### src/rtl/acc_alu.sv
// acc_alu: two-stage pipelined add/subtract unit with internal accumulator,
// optional unsigned saturation, carry/overflow flags and a completed-op counter.
module acc_alu #(
  parameter int unsigned WIDTH = 8,
  parameter int unsigned CNT_W = 8
) (
  input  logic             clk,
  input  logic             rst_n,
  input  logic             in_valid,
  input  logic [WIDTH-1:0] in_a,
  input  logic [WIDTH-1:0] in_b,
  input  logic [1:0]       op,
  input  logic             sat_en,
  input  logic             clr,
  output logic             out_valid,
  output logic [WIDTH-1:0] result,
  output logic             carry,
  output logic             ovf,
  output logic [CNT_W-1:0] count
);

  localparam int unsigned MSB = WIDTH - 1;

  // Stage 1 registers
  logic             s1_valid;
  logic [WIDTH-1:0] s1_a;
  logic [WIDTH-1:0] s1_b;
  logic [1:0]       s1_op;
  logic             s1_sat;

  // Accumulator, written only by stage 2
  logic [WIDTH-1:0] acc;

  // Stage 2 datapath
  logic             is_sub;
  logic             use_acc;
  logic [WIDTH-1:0] opnd_x;
  logic [WIDTH-1:0] opnd_y;
  logic [WIDTH:0]   raw;
  logic             raw_carry;
  logic             raw_ovf;
  logic [WIDTH-1:0] next_res;

  // Stage 2 arithmetic: op[0] selects subtract, op[1] selects the accumulator as first operand
  always_comb begin
    is_sub    = s1_op[0];
    use_acc   = s1_op[1];
    opnd_x    = use_acc ? acc  : s1_a;
    opnd_y    = use_acc ? s1_a : s1_b;
    raw       = '0;
    raw_ovf   = 1'b0;
    if (is_sub) begin
      raw     = {1'b0, opnd_x} - {1'b0, opnd_y};
      raw_ovf = (opnd_x[MSB] != opnd_y[MSB]) && (raw[MSB] != opnd_x[MSB]);
    end else begin
      raw     = {1'b0, opnd_x} + {1'b0, opnd_y};
      raw_ovf = (opnd_x[MSB] == opnd_y[MSB]) && (raw[MSB] != opnd_x[MSB]);
    end
    // Bit WIDTH of the zero-extended difference is set exactly when x < y, i.e. a borrow
    raw_carry = raw[WIDTH];
    next_res  = raw[WIDTH-1:0];
    if (s1_sat && raw_carry) begin
      next_res = is_sub ? '0 : '1;
    end
  end

  // Pipeline, accumulator and output registers; clr flushes everything
  always_ff @(posedge clk or negedge rst_n) begin
    if (!rst_n) begin
      s1_valid  <= 1'b0;
      s1_a      <= '0;
      s1_b      <= '0;
      s1_op     <= '0;
      s1_sat    <= 1'b0;
      acc       <= '0;
      out_valid <= 1'b0;
      result    <= '0;
      carry     <= 1'b0;
      ovf       <= 1'b0;
      count     <= '0;
    end else if (clr) begin
      s1_valid  <= 1'b0;
      acc       <= '0;
      out_valid <= 1'b0;
      result    <= '0;
      carry     <= 1'b0;
      ovf       <= 1'b0;
      count     <= '0;
    end else begin
      s1_valid <= in_valid;
      if (in_valid) begin
        s1_a   <= in_a;
        s1_b   <= in_b;
        s1_op  <= op;
        s1_sat <= sat_en;
      end
      out_valid <= s1_valid;
      if (s1_valid) begin
        result <= next_res;
        carry  <= raw_carry;
        ovf    <= raw_ovf;
        acc    <= next_res;
        count  <= count + CNT_W'(1);
      end
    end
  end

endmodule
### config.mk
export PLATFORM = sky130hd
export DESIGN_NAME = acc_alu
export DESIGN_NICKNAME = d
export VERILOG_FILES = /design/src/rtl/acc_alu.sv
export SDC_FILE = /design/constraint.sdc
export NUM_CORES = 1
export LEC_CHECK = 0
export CAP_MARGIN = 40
export CORE_UTILIZATION = 40
export DETAILED_ROUTE_END_ITERATION = 6
export MAX_ROUTING_LAYER = met4
export PLACE_DENSITY = 0.67
export RECOVER_POWER = 100
export SYNTH_ARGS = -nofsm -noshare
export SYNTH_HDL_FRONTEND = slang
export SYNTH_SLANG_ARGS = --single-unit
### constraint.sdc
create_clock -name clk -period 3.5 [get_ports clk]
set_input_delay 0.7 -clock clk [delete_from_list [all_inputs] [get_ports clk]]
set_output_delay 0.7 -clock clk [all_outputs]
set_load 0.01 [all_outputs]
==> flow_summary.ini <==
[synth]
ys_ff_latch = 39
syn_avg_cell_area_um2 = 10.3
synth-edff-count = 0
synth_commonest_cells = dfrtp_1 (39), mux2_2 (24), inv_1 (20)
syn_nets = 286
ys_types = 46
ys_dominant_reg_cell = dfrtp_1
yosysMostFrequentCell = dfrtp_1
synth-seq-area-share_pct = 38.7
syn_inst = 244
synth_top_area_share_pct = 38.7
yosysTopAreaCell = dfrtp_1
async_flop_share_pct = 100
ys_warn_count = 0
synth.area.top_cells = dfrtp_1 (39%), mux2_2 (11%), ha_1 (8.4%), mux2i_1 (4.8%), inv_1 (3.0%)
netlist_area_um2 = 2520

[pwr]
power_density_nw_per_um2 = 522
p_int_mw = 0.989
power_frac_seq_pct = 35.5
power.leakage_nw = 1.42
ir_drop_mv = 0.257
fin_total_pwr_mw = 1.60
power_switching_share_pct = 38.1
clkPwrFrac_pct = 19.1
p_comb_share_pct = 45.4
power_switching_mw = 0.607

[timing]
tns_ns = 0
relSlewSlack_pct = 21.4
finalHoldViolCount = 0
skew_ns = 0.00540
fmax_ghz = 0.312
whs_ns = 0.504
setup_viol = 0
rsz0062_at_grt = no
worst_slack_ns = 0.296
tightest_slew_ns = 1.18
min_period_over_period_pct = 91.5
post-route-min-period_ns = 3.20
slew_viol_final = 0

[drt]
drtAntennaViolNets = 0
dr_total_vias = 1962
firstDrtPassIters = 4
wl_per_cell_um = 15.5
drtIter0Drc = 163
routed_via_density = 5.47
drc = 0
drt_wl_total_mm = 5.56

[floorplan]
ios = 42
core_area_um2 = 5990
die_area_um2 = 6630
fp.dieW_um = 81.4
die_y_um = 81.4
rows = 28
start_util_pct = 42.1

[layout]
diodes = 0
final_util_pct = 51.0
multiInputGateArea_um2 = 1410
drive_gt1_share_pct = 13.4
fin_area_um2 = 3060
syn_to_final_growth_pct = 21.2
n_fill_cell = 541
final_nets = 325
fin_cells = 359
regArea_um2 = 976

[place]
placed_area_um2 = 3010
gp_congestion = 0.845
dp_cells = 351
hpwl_mm = 4.21
portBuffers = 41
pre_cts_slack_ns = 0.328

[critical_path]
rr_startpoint = s1_op[1]$_DFFE_PN0P_
crit_type = reg2reg
endpoint_kind = flop
critPathLaunchType = flop
cp-startpoint = s1_op[1]$_DFFE_PN0P_
cp.required_ns = 3.73
critPathArrivalTime_ns = 3.43
crit_fanout = 12

[global_routing]
grt_pass1_vias = 1952
grt_max_degree = 23
track_usage_pct = 19.1
grt_pass1_wl_mm = 9.29
antenna_found_initial = 0
grt-ovfl-total = 0

[outcome]
status = completed

[clocking]
clockBufferDepth = 2
h-tree-depth = 2
cts_root_buffer = clkbuf_8
cts.sinks = 39
hold_buffers = 0
numCtsBuffers = 5
clk_latency_ns = 0.29
cts.repair.resized = 0
path_clk_slew_ns = 0.08
cts_setup_buffers = 0
cts_tree = yes

[min_path]
hold_start = s1_b[0]$_DFFE_PN0P_
hp-class = reg2reg

[flow_run]
drv_cap = 0
layer usage:
layer | vias to the layer above | part of all wire [%] | global-route usage (%)
met1 | 964 | 48 | 25.7
met4 | 0 | 1.5 | 5.89
li1 | 943 | - | -
met5 | - | 0 | -
met3 | 9 | 3.9 | 3.67
met2 | 46 | 47 | 28.8
critical path, cell delays in order, from the launching register on:
cell	delay (ns)
dfrtp_1	0.71
buf_4	0.27
mux2_2	0.36
ha_1	0.43
a221oi_2	0.37
a211oi_1	0.15
a21boi_2	0.28
and3_1	0.38
a221o_1	0.18
logic make-up after synthesis:
group | share of synthesized area (%)
compound gates | 14.9
xor+xnor | 4.51
fa+ha+maj | 10.0
buf+inv | 5.40
flops | 38.7
mux | 15.5
simple gates | 11.0
area by class of cell:
cell class              instances  share of cell area, %
inverters                      20                   2.45
flip-flops and latches         39                   31.9
multi-input cells             173                   46.1
clock inverters                 2                  0.409
well taps                      75                   3.07
repair buffers                 44                   13.7
clock buffers                   6                   2.37
sequential cells by signal (all words and copies together) (netlist names):
signal and flops:
carry 1, s1_b 8, s1_a 8, count 8
s1_valid 1, ovf 1, out_valid 1, s1_sat 1
s1_op 2, acc 8
placed cells by master (no fill, tap or decap), types with 4 or more instances in the layout:
cell type / Yosys / layout
clkdlybuf4s50_1: 0 / 20
nand2_1: 8 / 8
ha_1: 17 / 17
a21oi_1: 10 / 10
xnor2_1: 5 / 5
inv_1: 20 / 20
a221o_1: 6 / 6
nor3_1: 5 / 5
dlygate4sd3_1: 0 / 20
clkbuf_8: 0 / 5
a31oi_1: 4 / 4
nor2_1: 13 / 13
xor2_1: 8 / 8
mux2_2: 24 / 23
nor2b_1: 6 / 5
o21ai_0: 6 / 7
nand3_1: 8 / 8
clkbuf_1: 4 / 4
dfrtp_1: 39 / 39
mux2i_1: 12 / 12
final timing paths:
path | to | slack, ns | cells past startpoint
max in group asynchronous | count[3]$_DFFE_PN0P_ | 1.38 | 2
min | s1_b[0]$_DFFE_PN0P_ | 0.50 | 1
max reg2reg | acc[6]$_DFFE_PN0P_ | 0.30 | 8
min reg2reg | s1_b[0]$_DFFE_PN0P_ | 0.50 | 1
max | acc[6]$_DFFE_PN0P_ | 0.30 | 8
min in group asynchronous | acc[5]$_DFFE_PN0P_ | 0.53 | 1
power by group through the flow:
stage               clock, mW  combinational [mW]  sequential (mW)
floorplan                   0               0.547            0.559
global placement            0               0.720            0.576
detailed placement          0               0.736            0.577
CTS                     0.315               0.740            0.568
global route            0.332               0.800            0.577
finish                  0.305               0.725            0.566
(Power assumes the default switching activity.)
